File: config.mk
export PLATFORM = sky130hd
export DESIGN_NAME = button_event_scheduler
export DESIGN_NICKNAME = d
export VERILOG_FILES = /design/src/rtl/game_input_pkg.sv /design/src/rtl/button_conditioner.sv /design/src/rtl/button_event_scheduler.sv
export SDC_FILE = /design/constraint.sdc
export NUM_CORES = 1
export LEC_CHECK = 0
export ABC_AREA = 1
export CAP_MARGIN = 40
export CORE_MARGIN = 4
export CORE_UTILIZATION = 56
export CTS_CLUSTER_DIAMETER = 60
export DETAILED_ROUTE_END_ITERATION = 8
export PLACE_DENSITY = 0.76
export RECOVER_POWER = 100
export SLEW_MARGIN = 40
export SYNTH_ARGS = -nofsm -noshare
export SYNTH_HDL_FRONTEND = slang
export SYNTH_SLANG_ARGS = --single-unit
File: constraint.sdc
create_clock -name vga_clock -period 2.4 [get_ports vga_clock]
set_clock_uncertainty 0.05 [all_clocks]
set_input_delay 0.36 -clock vga_clock [delete_from_list [all_inputs] [get_ports vga_clock]]
set_output_delay 0.36 -clock vga_clock [all_outputs]
set_load 0.1 [all_outputs]
File: src/rtl/game_input_pkg.sv
`default_nettype none
// ============================================================================
// Module   : game_input_pkg
// Brief    : Shared button identifiers and one-shot state encoding.
// Revision : 1.0
// ============================================================================
package game_input_pkg;

  localparam int unsigned BTN_ID_W = 2;

  typedef logic [BTN_ID_W-1:0] btn_id_t;

  localparam btn_id_t BTN_JUMP  = 2'd0;
  localparam btn_id_t BTN_LEFT  = 2'd1;
  localparam btn_id_t BTN_RIGHT = 2'd2;
  localparam btn_id_t BTN_RUN   = 2'd3;

  typedef enum logic [1:0] {
    OS_IDLE  = 2'd0,
    OS_PRESS = 2'd1,
    OS_HOLD  = 2'd2
  } oneshot_state_e;

endpackage
`default_nettype wire

File: src/rtl/button_conditioner.sv
`default_nettype none
// ============================================================================
// Module   : button_conditioner
// Brief    : 2-flop synchroniser, debounce counter and press one-shot.
// Revision : 1.0
// ============================================================================
module button_conditioner
  import game_input_pkg::*;
#(
  parameter int unsigned DEBOUNCE_CYCLES = 250000
) (
  input  logic vga_clock,
  input  logic reset,
  input  logic button_i,
  output logic held_o,
  output logic press_pulse_o
);

  localparam int unsigned CNT_W = (DEBOUNCE_CYCLES > 1) ? $clog2(DEBOUNCE_CYCLES) : 1;
  localparam logic [CNT_W-1:0] CNT_MAX = CNT_W'(DEBOUNCE_CYCLES - 1);

  logic [1:0]       sync_q;
  logic [CNT_W-1:0] cnt_q, cnt_d;
  logic             held_q, held_d;
  oneshot_state_e   state_q, state_d;

  always_ff @(posedge vga_clock or negedge reset) begin
    if (!reset) begin
      sync_q  <= '0;
      cnt_q   <= '0;
      held_q  <= 1'b0;
      state_q <= OS_IDLE;
    end else begin
      sync_q  <= {sync_q[0], button_i};
      cnt_q   <= cnt_d;
      held_q  <= held_d;
      state_q <= state_d;
    end
  end

  // Any cycle where the synced level matches held restarts the stability window.
  always_comb begin
    cnt_d  = '0;
    held_d = held_q;
    if (sync_q[1] != held_q) begin
      if (cnt_q == CNT_MAX) begin
        held_d = ~held_q;
      end else begin
        cnt_d = cnt_q + 1'b1;
      end
    end
  end

  always_comb begin
    state_d       = state_q;
    press_pulse_o = 1'b0;
    case (state_q)
      OS_IDLE: begin
        if (held_q) state_d = OS_PRESS;
      end
      OS_PRESS: begin
        press_pulse_o = 1'b1;
        state_d       = held_q ? OS_HOLD : OS_IDLE;
      end
      OS_HOLD: begin
        if (!held_q) state_d = OS_IDLE;
      end
      default: state_d = OS_IDLE;
    endcase
  end

  assign held_o = held_q;

endmodule
`default_nettype wire

File: src/rtl/button_event_scheduler.sv
`default_nettype none
// ============================================================================
// Module   : button_event_scheduler
// Brief    : Conditions all buttons and schedules press events round-robin into a FIFO.
// Revision : 1.0
// ============================================================================
module button_event_scheduler
  import game_input_pkg::*;
#(
  parameter int unsigned NUM_BUTTONS     = 4,
  parameter int unsigned DEBOUNCE_CYCLES = 250000,
  parameter int unsigned FIFO_DEPTH      = 4
) (
  input  logic                           vga_clock,
  input  logic                           reset,
  input  logic [NUM_BUTTONS-1:0]         buttons,
  input  logic                           event_pop,
  input  logic                           clear_overflow,
  output logic                           event_valid,
  output logic [$clog2(NUM_BUTTONS)-1:0] event_id,
  output logic [NUM_BUTTONS-1:0]         held,
  output logic                           overflow
);

  localparam int unsigned ID_W  = $clog2(NUM_BUTTONS);
  localparam int unsigned PTR_W = $clog2(FIFO_DEPTH);
  localparam logic [PTR_W:0] FULL_COUNT = (PTR_W+1)'(FIFO_DEPTH);

  logic [NUM_BUTTONS-1:0] press_pulse;

  generate
    for (genvar b = 0; b < NUM_BUTTONS; b++) begin : g_btn
      button_conditioner #(
        .DEBOUNCE_CYCLES(DEBOUNCE_CYCLES)
      ) u_cond (
        .vga_clock    (vga_clock),
        .reset        (reset),
        .button_i     (buttons[b]),
        .held_o       (held[b]),
        .press_pulse_o(press_pulse[b])
      );
    end
  endgenerate

  logic [NUM_BUTTONS-1:0] pending_q, pending_d, grant_mask;
  logic                   overflow_q, overflow_d;
  logic [ID_W-1:0]        last_grant_q, last_grant_d, grant_id;
  logic                   grant_valid, fifo_full, do_pop;

  logic [ID_W-1:0]  fifo_q [FIFO_DEPTH];
  logic [PTR_W-1:0] wr_ptr_q, wr_ptr_d, rd_ptr_q, rd_ptr_d;
  logic [PTR_W:0]   count_q, count_d;

  assign fifo_full   = (count_q == FULL_COUNT);
  assign event_valid = (count_q != '0);
  assign do_pop      = event_valid && event_pop;
  assign event_id    = event_valid ? fifo_q[rd_ptr_q] : '0;
  assign overflow    = overflow_q;

  // Nearest pending index after last_grant wins; fullness is judged before any pop.
  always_comb begin
    logic [ID_W-1:0] idx;
    grant_valid = 1'b0;
    grant_id    = last_grant_q;
    idx         = '0;
    for (int unsigned k = 1; k <= NUM_BUTTONS; k++) begin
      idx = ID_W'((32'(last_grant_q) + k) % NUM_BUTTONS);
      if (pending_q[idx] && !grant_valid) begin
        grant_valid = 1'b1;
        grant_id    = idx;
      end
    end
    if (fifo_full) grant_valid = 1'b0;
  end

  always_comb begin
    grant_mask = '0;
    if (grant_valid) grant_mask[grant_id] = 1'b1;
    pending_d    = (pending_q & ~grant_mask) | press_pulse;
    overflow_d   = (overflow_q & ~clear_overflow) | (|(press_pulse & pending_q));
    last_grant_d = grant_valid ? grant_id : last_grant_q;
    wr_ptr_d     = grant_valid ? wr_ptr_q + 1'b1 : wr_ptr_q;
    rd_ptr_d     = do_pop ? rd_ptr_q + 1'b1 : rd_ptr_q;
    case ({grant_valid, do_pop})
      2'b10:   count_d = count_q + 1'b1;
      2'b01:   count_d = count_q - 1'b1;
      default: count_d = count_q;
    endcase
  end

  always_ff @(posedge vga_clock or negedge reset) begin
    if (!reset) begin
      pending_q    <= '0;
      overflow_q   <= 1'b0;
      last_grant_q <= ID_W'(NUM_BUTTONS - 1);
      wr_ptr_q     <= '0;
      rd_ptr_q     <= '0;
      count_q      <= '0;
      for (int i = 0; i < FIFO_DEPTH; i++) fifo_q[i] <= '0;
    end else begin
      pending_q    <= pending_d;
      overflow_q   <= overflow_d;
      last_grant_q <= last_grant_d;
      wr_ptr_q     <= wr_ptr_d;
      rd_ptr_q     <= rd_ptr_d;
      count_q      <= count_d;
      if (grant_valid) fifo_q[wr_ptr_q] <= grant_id;
    end
  end

endmodule
`default_nettype wire
Word-level counts from Yosys, hierarchy flattened
Cells that the tools add are included.
Storage, ports and cells
  register bits: 114
  logic and storage cells: 167
Operators by class
  add/sub/neg operators: 12
  order comparisons: 9
  equal/unequal tests: 27
  muxes and demuxes: 56
  bitwise logic cells: 13
  reduce and logical (&&, ||, !) cells: 24
Operators with widths (count)
  $mux 18: 8
  $add 18x1->18 const B: 4
  $eq 18x18->1 const B: 4
  $mux 2: 20
  $pmux 2 s3: 4
  $reduce_and 2->1: 8
  $lt 2x3->1 const B: 5
  $mux 1: 14
  $eq 2x1->1 const B: 5
  $eq 2x2->1 const B: 5
  $add 2x1->2 const B: 4
  $and 4x4->4: 2
  $bmux 1 s2: 4
  $bwmux 8: 1
  $logic_not 2->1: 4
  $ne 2x1->1 const B: 4
  $ne 2x2->1 const B: 4
  $ge 3x3->1 const B: 2
  $logic_and 1x1->1: 6
  $not 2->3: 2
  $pmux 3 s2: 1
  $not 1->1: 5
  $add 2x2->2 const B: 2
  $bmux 2 s2: 1
  other kinds (17): 22

Longest topological paths before layout
  depth in word-level cells: 21
  mapped depth: 15
  mapped depth without buffers: 14

Cells and area by module
From an unflattened synthesis, not the netlist that was laid out.
Second synthesis, totals
  cell total of the unflattened synthesis: 776
  area total of the unflattened synthesis: 6361.1 um^2
Modules (own cells, without submodules)
  button_conditioner (g_btn[0].u_cond ...): times used 3, cells an instance 150, area an instance 1234.9 um^2
  button_event_scheduler: times used 1, cells an instance 175, area an instance 1407.6 um^2
  button_conditioner (g_btn[2].u_cond): times used 1, cells an instance 151, area an instance 1248.7 um^2

Worst setup path before layout
No wires, ideal clock.
  path kind: register -> output
  start: register rd_ptr_q[0]
  end: output event_id[0]
  data arrival time: 2.087 ns
  data required time: 1.990 ns
  path slack: -0.097 ns
  stages on the path, launching flop included: 4
  path buffers: 0
  cell sequence: dfrtp_1 > inv_1 > o21ai_0 > a21oi_1
Between the ends
  word-level cells in the longest chain between the ends: 5
RTL lines
  start: declaration: line button_event_scheduler.sv:51  | logic [PTR_W-1:0] wr_ptr_q, wr_ptr_d, rd_ptr_q, rd_ptr_d;
  start signal: assignment: line button_event_scheduler.sv:105  | rd_ptr_q <= rd_ptr_d;
  $not 2->3 (not written as such): line button_event_scheduler.sv:57  | assign event_id = event_valid ? fifo_q[rd_ptr_q] : '0;
  $bmux 2 s2: line button_event_scheduler.sv:57
  $mux 2 (not written as such) (2 in series): line button_event_scheduler.sv:57
  $mux 2: line button_event_scheduler.sv:57
  end: declaration: line button_event_scheduler.sv:20  | output logic [$clog2(NUM_BUTTONS)-1:0] event_id,
Every way passes these cells. The select of a mux whose other input is x is not followed.

Worst setup path after layout
  start: register last_grant_q[0]
  end: register count_q[2]
Between the ends
  word-level cells in the longest chain between the ends: 16
  elaborated cells between the ends (all ways): 27
  classes of those cells: add/sub: 4; eq/ne: 2; mux: 14; reduce/logical: 7
RTL lines
  start: declaration: line button_event_scheduler.sv:47  | logic [ID_W-1:0] last_grant_q, last_grant_d, grant_id;
  start signal: assignment: line button_event_scheduler.sv:95  | last_grant_q <= ID_W'(NUM_BUTTONS - 1);
  start signal: assignment: line button_event_scheduler.sv:103  | last_grant_q <= last_grant_d;
  $add 2x1->2: line button_event_scheduler.sv:67  | idx = ID_W'((32'(last_grant_q) + k) % NUM_BUTTONS);
  $bmux 1 s2: line button_event_scheduler.sv:68  | if (pending_q[idx] && !grant_valid) begin
  $mux 1 (not written as such): line button_event_scheduler.sv:68
  $mux 1: line button_event_scheduler.sv:68
  $logic_not 1->1: line button_event_scheduler.sv:68
  $logic_and 1x1->1: line button_event_scheduler.sv:68
  $mux 1: line button_event_scheduler.sv:68
  $logic_not 1->1: line button_event_scheduler.sv:68
  $logic_and 1x1->1: line button_event_scheduler.sv:68
  $mux 1: line button_event_scheduler.sv:68
  $logic_not 1->1: line button_event_scheduler.sv:68
  $logic_and 1x1->1: line button_event_scheduler.sv:68
  $mux 1 (*): line button_event_scheduler.sv:68
  $mux 1 (*): line button_event_scheduler.sv:73  | if (fifo_full) grant_valid = 1'b0;
  $eq 2x1->1 or $eq 2x2->1 (tied branches): line button_event_scheduler.sv:84  | case ({grant_valid, do_pop})
  $pmux 3 s2 or $reduce_bool 2->1 (tied branches)
  end signal: assignment: line button_event_scheduler.sv:106  | count_q <= count_d;
  end: declaration: line button_event_scheduler.sv:52  | logic [PTR_W:0] count_q, count_d;
Every way passes the cells marked *; elsewhere a longest branch is shown, timed or not. The select of a mux whose other input is x is not followed.
A chain may end at the register's enable or synchronous reset.

==> out/qor.csv <==
metric;value;unit
worstReg2RegEnd;count_q[2];
synth_compound_area_share;5.63;%
fillers;856;
worstPathMaxFanout;8;
numClockSinks;114;
routed_wl;12.1;mm
hold_path.class;reg2reg;
finalSetupViolCount;0;
power;0.00529;W
swShare;26.5;%
startpoint;last_grant_q[0];
grt_antenna_before_repair;0;
fin_crit;2.31;ns
drt_first_pass_iters;5;
boundaryPins;16;
n_antenna_cell;0;
core_area;10400;µm²
yosys.area_share.simple;31.5;%
timing.rr.start;last_grant_q[0];
wl_per_cell;13.1;µm
end_kind;register;
via_per_inst;5.37;
max-vdd-ir-drop;1220;µV
yosys.area.top_type;dfrtp_1;
synth_top_cell_area_share;46.9;%
gp_congestion;0.910;
clockBufferDepth;2;
worstSkewPairLatency;0.52;ns
p_per_area;759;nW/µm²
synth.area.mux_share;0.565;%
startpoint_type;register;
fp.dieW;111;µm
fmax;432;MHz
drt.antenna.violating_nets;0;
worst-slew-pin-transition;1.04;ns
die_y;111;µm
grt_max_degree;42;
yosys-top-cells-count;nand2_1, dfrtp_1, nor2_1;
setup-tns-final;0;ns
crit_end;count_q[2];
ys_seq_area_share;47.8;%
async_flop_share;100;%
grt_pass1_vias;4901;
io_buffer_count;15;
synthAdderAreaFrac;2.22;%
syn2layout_area_growth;16.5;%
synth.area.top_cells;dfrtp_1, nand2_1, nor2_1, inv_1, xor2_1;
drc_errors;0;
maxSlewHeadroom;30.4;%
initial_core_util;57.6;%
vias;4964;
drt_iter0_drc;484;
pwr-share-clk;48.9;%
drive_above_1_share;12.7;%
syn_area;5980;µm²
multi_input_area;2720;µm²
p_comb_share;12.1;%
synth_edf_count;0;
clkSlewWorstSetupHoldPaths;0.06;ns
instances_no_fill;924;
dp_hpwl;8.68;mm
arrival;2.67;ns
power.share.sequential;39.0;%
cts_made_buffers;17;
place_inst;883;
ys_types;34;
synth_top_family_by_area;simple AND/OR/NAND/NOR gates;
syn-num-nets;749;
synth.most_common_cell;nand2_1;
avgSynthCellArea;8.18;µm²
r2r_cells;14;
fin_crit_sh;96.4;%
synth_cells;731;
outcome;finished, final reports clean;
grt.overflow.total;0;
root_buffer;clkbuf_8;
p_leak;3.12;nW
hold_viol;0;
p_int;0.00389;W
synthFlopType;dfrtp_1;
slew_violations;0;
drv_cap;0;
nNetsFinal;793;
std_cell_rows;37;
worst_ep_required_time;2.75;ns
dieArea;12400;µm²
grt_pass1_wl;21.4;mm
yosys_warnings;0;
regArea;2860;µm²
switchingPower;0.00140;W
htree_num_levels;4;
path_class;reg2reg;
cts_tree;built;
synth-xor-area-share;5.13;%
track_usage;20.9;%
r2r_slack;0.09;ns
ys_seq_elements;114;
==> worst max-delay path, cell delays in order (launching register included) <==
cell and delay [ns]:
dfstp_2 0.58, clkinv_4 0.10, nand2_2 0.07, nand2_2 0.08
nand2_2 0.09, nand2_4 0.07, nor2_4 0.11, nand3_2 0.08
nand2_4 0.09, ha_4 0.13, inv_4 0.04, fa_2 0.36
a21oi_2 0.12, o21ai_1 0.08, xnor2_1 0.13
==> flip-flops by register name, indices dropped and copies added (netlist names) <==
register / flops
overflow: 1
wr_ptr_q: 2
pending_q: 4
fifo_q: 8
g_btn.u_cond.state_q: 8
rd_ptr_q: 2
g_btn.u_cond.sync_q: 8
count_q: 3
g_btn.u_cond.cnt_q: 72
g_btn.u_cond.held_o: 4
last_grant_q: 2
==> per-stage QoR <==
step / util, % / worst slack [ns] / hold slack (ns) / area (µm²)
finish: 67.1 / 0.0874 / 0.298 / 6960
global placement: 60.7 / 0.0731 / 0.283 / 6300
detailed placement: 60.7 / 0.0334 / 0.288 / 6300
floorplan: - / -0.0126 / 0.0144 / 5990
global route: 67.1 / -0.0373 / 0.304 / 6960
CTS: 66.7 / 0.00526 / 0.200 / 6920
==> area by class of cell <==
class                   count  share of cell area, %
well taps                 136                   2.44
repair buffers             32                   3.25
clock inverters            13                   2.64
inverters                  99                   5.44
multi-input cells         511                   39.0
clock buffers              19                   6.20
flip-flops and latches    114                   41.0
==> timing repair <==
item | CTS | global route
setup buffers | 0 | 8
endpoints found under the setup margin | 0 | 1
hold buffers | 1 | 0
hold endpoints to repair | 37 | 0
gates resized for setup | 0 | 17
==> kinds of logic (layout without fill, tap and decap cells) <==
group / after synthesis / after routing
XOR/XNOR: 35 / 35
AO/OA/AOI/OAI: 66 / 66
multiplexers: 3 / 3
adder cells (fa/ha/maj): 10 / 10
AND/OR/NAND/NOR: 397 / 397
flip-flops: 114 / 114
buffers and inverters: 106 / 163
==> cell usage in the layout (no fill, tap or decap), types with 14 or more instances in the layout <==
master / n
nand2_1: 121
dfrtp_1: 112
nor2_1: 105
inv_1: 92
nand3_1: 49
nor3_1: 34
nand4_1: 32
xor2_1: 30
a21oi_1: 28
o21ai_0: 17
clkbuf_16: 16
o21ai_1: 14
buf_4: 14
==> how the worst min path moves through the flow <==
stage | start | to | slack, ns | depth (start not counted)
2_1_floorplan | reset | count_q[0] | 0.01 | 0
3_3_place_gp | g_btn[2].u_cond.sync_q[0] | g_btn[2].u_cond.sync_q[1] | 0.28 | 0
3_5_place_dp | g_btn[2].u_cond.sync_q[0] | g_btn[2].u_cond.sync_q[1] | 0.29 | 0
4_1_cts | buttons[3] | g_btn[3].u_cond.sync_q[0] | 0.20 | 1
5_1_grt | g_btn[3].u_cond.sync_q[0] | g_btn[3].u_cond.sync_q[1] | 0.30 | 0
6_report | g_btn[2].u_cond.sync_q[0] | g_btn[2].u_cond.sync_q[1] | 0.30 | 0
==> power by group through the flow <==
| stage | Combinational [W] | Sequential (W) | Clock [W] |
|---|---|---|---|
| floorplan | 0.000462 | 0.00208 | 0 |
| global placement | 0.000605 | 0.00209 | 0 |
| global route | 0.000705 | 0.00208 | 0.00274 |
| detailed placement | 0.000621 | 0.00209 | 0 |
| CTS | 0.000628 | 0.00206 | 0.00264 |
| finish | 0.000640 | 0.00206 | 0.00258 |
==> per-layer routing <==
metal	vias up	wire, µm	GRT usage (%)	part of all wire (%)
met4	0	180	7.62	1.5
met1	2378	5270	25.3	44
met3	20	492	6.11	4.1
met2	94	6140	35.5	51
li1	2472	-	-	-
met5	-	0	0	0
Power figures use the tool's default switching activity.
==> patch 1 (same settings) <==
Reset style: synchronous (`reset`), changed in 2 clocked blocks.
--- a/src/rtl/button_conditioner.sv
+++ b/src/rtl/button_conditioner.sv
@@ -24,7 +24,7 @@
   logic             held_q, held_d;
   oneshot_state_e   state_q, state_d;
 
-  always_ff @(posedge vga_clock or negedge reset) begin
+  always_ff @(posedge vga_clock) begin
     if (!reset) begin
       sync_q  <= '0;
       cnt_q   <= '0;
--- a/src/rtl/button_event_scheduler.sv
+++ b/src/rtl/button_event_scheduler.sv
@@ -88,7 +88,7 @@
     endcase
   end
 
-  always_ff @(posedge vga_clock or negedge reset) begin
+  always_ff @(posedge vga_clock) begin
     if (!reset) begin
       pending_q    <= '0;
       overflow_q   <= 1'b0;
Check against the original RTL: same outputs for any inputs over 10 cycles, from zero or initial values and one cycle with reset low; that may be too few to reach the edited logic, so the function may still have changed.
==> patch 1 against the original RTL <==
- combinational power rose by 83%
- critical endpoint is now fifo_q[2][1]
- sequential cell count rose by 2
- synthesized area fell by 11%
- total power rose by 9.9%
- wire length fell by 15%
- cell area fell by 11%
- highest routed layer unchanged
- setup slack improved by 0.12 ns
==> patch 1: results (changes against the original RTL) <==
outcome = complete, no violations
top cells by area, synth = dfxtp_1 41%, nand2_1 8.7%, nor2_1 6.6%
Slew Viols, Final = 0 (unchanged)
pin count of the biggest net entering global routing = 19 (-55%)
yosys warns = 0 (unchanged)
Worst path slowest cell = dfxtp_1
Iteration-0 DRC Markers = 177 (-63%)
Root Buffer = clkbuf_8
Worst Path Max Fanout = 6 (-2)
CP max stage delay = 0.42 ns (-0.16 ns)
DR vias/cell = 5.08 (-5.5%)
hpwl dp = 7130 µm (-18%)
Hold Fails Final Rpt = 0 (unchanged)
Post-Syn Nets = 716 (-4.4%)
H-tree Lvls = 4 (unchanged)
initial antenna violation count = 0 (unchanged)
first-pass GRT wire length = 18200 µm (-15%)
GRT Util Overall = 19.7% (-1.2 points)
Seq/Total Area, Yosys = 45.1% (-2.6 points)
max FFs per register = 72 (unchanged)
Post-Layout Cell Count = 878 (-5.0%)
worst min path class = flop to flop
DP Area = 5600 µm² (-11%)
drt first pass iters = 5 (unchanged)
Pleak = 2.31 nW (-26%)
Port Buffers = 15 (unchanged)
detailed-route wire length per cell = 11.7 µm (-11%)
TritonCTS buffer count = 17 (unchanged)
Hold Startpoint = g_btn[1].u_cond.sync_q[0]
Post-Place Cells = 843 (-4.5%)
min Tclk post-route = 2.19 ns (-0.120 ns)
Antenna diodes = 0 (unchanged)
largest register by flop count = g_btn.u_cond.cnt_q
CP arrival = 2.36 ns (-0.31 ns)
clock buffer depth = 2 (unchanged)
nets@finish = 750 (-5.4%)
layout cell share with drive strength beyond 1 = 13.8% (+1.1 points)
CP startpoint = pending_q[0]
peak supply drop = 544 µV (-56%)
synth unique cells = 42 (+24%)
clock latency on the worst-skew pair = 0.51 ns
fillers = 746 (-13%)
top_reg_cell synth = dfxtp_1
Mapped Cells = 702 (-4.0%)
Async S/R FF share, synth = 0% (-100 points)
worst slew margin relative to its limit = 45.9% (+16 points)
Worst-path clk slew = 0.06 ns (about the same)
critical path's top delay family = simple AND/OR/NAND/NOR gates
gpl congestion = 0.853 (-6.3%)
vias in the first global route = 4333 (-12%)
Post-synth EDFFs = 8 (+8)
worst slack, placed = 0.0479 ns (+0.0145 ns)
commonest cells in the netlist = 124 x nand2_1, 108 x dfxtp_1, 93 x nor2_1
Layout area overhead = 16.6%
patch 1: cell count changes after synthesis, sizes merged, moves of 8 or more:
cell    before  now
a21oi       31   46
nand4       32    8
dfxtp        0  108
xor2        30   16
edfxtp       0    8
dfrtp      112    0
patch 1: timing repair:
item	4_1_cts	5_1_grt
setup endpoints to repair	1	1
buffers inserted	0	3
pin swaps	0	11
hold endpoints to repair	0	0
gates resized for setup	1	22
patch 1: power breakdown:
| part | switching [mW] | internal, mW | total (mW) |
|---|---|---|---|
| clock network | 0.910 | 1.59 | 2.50 |
| registers | 0.0809 | 2.06 | 2.15 |
| logic | 0.799 | 0.371 | 1.17 |
patch 1: final cells by class:
cell class / count / share of cell area (%)
tap: 129 / 2.60
clock inverter: 15 / 2.90
inverter: 97 / 6.02
sequential: 116 / 38.8
timing repair buffer: 28 / 3.20
multi-input combinational: 476 / 39.8
clock buffer: 17 / 6.67
patch 1: logic make-up after synthesis:
family / count (synthesis) / share of synthesized area (%)
flops: 116 / 45.1
buf+inv: 110 / 8.76
compound gates: 83 / 8.36
xor+xnor: 21 / 3.45
simple gates: 366 / 32.8
fa+ha+maj: 6 / 1.55
patch 1: per-layer routing:
metal,wire (µm),vias to the layer above,share of wire [%],track usage [%]
li1,-,2341,-,-
met1,4690,2015,46,23.4
met2,5010,80,49,34.1
met3,364,21,3.5,4.78
met4,194,0,1.9,8.23
met5,0,-,0,0
patch 1: worst paths after layout:
| check | end | slack, ns | cells after the start |
|---|---|---|---|
| worst min-delay path | g_btn[1].u_cond.sync_q[1] | 0.36 | 2 |
| worst max register to register | fifo_q[2][1] | 0.21 | 13 |
| worst min register to register | g_btn[1].u_cond.sync_q[1] | 0.36 | 2 |
| worst max-delay path | fifo_q[2][1] | 0.21 | 13 |
==> patch 2 (same settings) <==
Made on the original files. The parameter `FIFO_DEPTH` goes from 4 to 8.
--- a/src/rtl/button_event_scheduler.sv
+++ b/src/rtl/button_event_scheduler.sv
@@ -9,7 +9,7 @@
 #(
   parameter int unsigned NUM_BUTTONS     = 4,
   parameter int unsigned DEBOUNCE_CYCLES = 250000,
-  parameter int unsigned FIFO_DEPTH      = 4
+  parameter int unsigned FIFO_DEPTH      = 8
 ) (
   input  logic                           vga_clock,
   input  logic                           reset,
Check against the original RTL: same outputs for any inputs over 10 cycles, from zero or initial values and one cycle with reset low; that may be too few to reach the edited logic, so the function may still have changed.
==> patch 2 against the original RTL <==
- the flow now finishes with violations (setup timing)
- synthesized area is 7.9% higher
- sequential cell count is 11 higher
- core utilization is 0.99 points higher
- sequential power is 11% higher
- wire length is 7.0% higher
- cell area is 8.4% higher
- first-iteration DRC count is 29% lower
- total power is 13% higher
- setup slack worse by 0.088 ns
- critical endpoint unchanged
- largest power group unchanged
==> patch 2: results (changes against the original RTL) <==
Post-Syn Nets = 797 (+6.4%)
DR vias/cell = 5.38 (+0.19%)
routing usage on met3 = 5.16% (-0.96 points)
R2R depth = 17 (+3)
synth unique cells = 43 (+26%)
outcome = complete, but fails checks
part of the power in registers = 38.5% (-0.5 points)
setup total negative slack = -0.000325 ns (-0.000325 ns)
met2 WL = 6280 µm (+2.2%)
WHS = 0.295 ns (-0.00271 ns)
compound-gate portion of the synthesized area = 6.30% (+0.67 points)
worst slew margin relative to its limit = 23.0% (-7.3 points)
first-pass GRT wire length = 22800 µm (+6.5%)
Top Metal Used = met4
Pleak = 3.38 nW (+8.3%)
Clk pwr share = 42.7% (-6.2 points)
Cell Pwr Density = 788 nW/µm² (+3.8%)
met2 Use GR = 35.7% (+0.14 points)
XOR/XNOR share of the synthesized area = 6.09% (+0.96 points)
commonest cells in the netlist = 157 x nand2_1, 123 x dfrtp_1, 120 x nor2_1
final setup margin = -0.000325 ns (-0.0878 ns)
CP arrival = 2.64 ns (-0.03 ns)
Root Buffer = clkbuf_16
gpl congestion = 0.884 (-2.9%)
vias in the first global route = 5215 (+6.4%)
worst slack, placed = -0.156 ns (-0.190 ns)
violated checks = setup timing
nets@finish = 839 (+5.8%)
top cells by area, synth = dfrtp_1 48%, nand2_1 9.1%, nor2_1 7.0%
met3 wire length = 566 µm (+15%)
layout cell share with drive strength beyond 1 = 13.9% (+1.2 points)
Seq/Total Area, Yosys = 48.5% (+0.77 points)
peak supply drop = 1120 µV (-8.5%)
Final Setup Violations = 1 (+1)
Post-Layout Cell Count = 975 (+5.5%)
hpwl dp = 8970 µm (+3.3%)
post-synthesis mux area share = 0.175% (-0.39 points)
post_cts resized = 5 (+5)
Antenna diodes = 0 (unchanged)
pin count of the biggest net entering global routing = 54 (+29%)
CP max stage delay = 0.56 ns (-0.02 ns)
clock latency on the worst-skew pair = 0.41 ns (-0.11 ns)
met1 wire length = 5860 µm (+11%)
Hold Startpoint = g_btn[1].u_cond.sync_q[0]
## patch 2: changes by cell type in the layout (fill, tap and decap cells not counted), moves of 5 or more
cell / delta
nand2_1: +34
nand4_1: -21
nand2_2: -5
dfrtp_1: +11
o21ai_0: +11
xor2_1: +5
inv_1: -11
a21oi_1: -5
nand2_4: +9
nor4_1: -5
nor2_1: +17
## patch 2: layout make-up
cell class	instances	area (µm²)
timing repair buffer	35	288
multi-input combinational	554	3020
clock inverter	12	139
sequential	125	3130
fill	856	3530
tap	140	175
inverter	89	344
clock buffer	20	457
## patch 2: worst max-delay path by stage
stage | start | endpoint | slack (ns) | cells past startpoint
3_5_place_dp | last_grant_q[0] | count_q[2] | -0.16 | 16
6_report | last_grant_q[0] | count_q[2] | -0.0003 | 17
2_1_floorplan | last_grant_q[1] | count_q[3] | 0.12 | 17
4_1_cts | last_grant_q[0] | count_q[2] | 0.0003 | 17
5_1_grt | last_grant_q[0] | count_q[3] | -0.12 | 16
3_3_place_gp | last_grant_q[0] | count_q[3] | 0.08 | 16
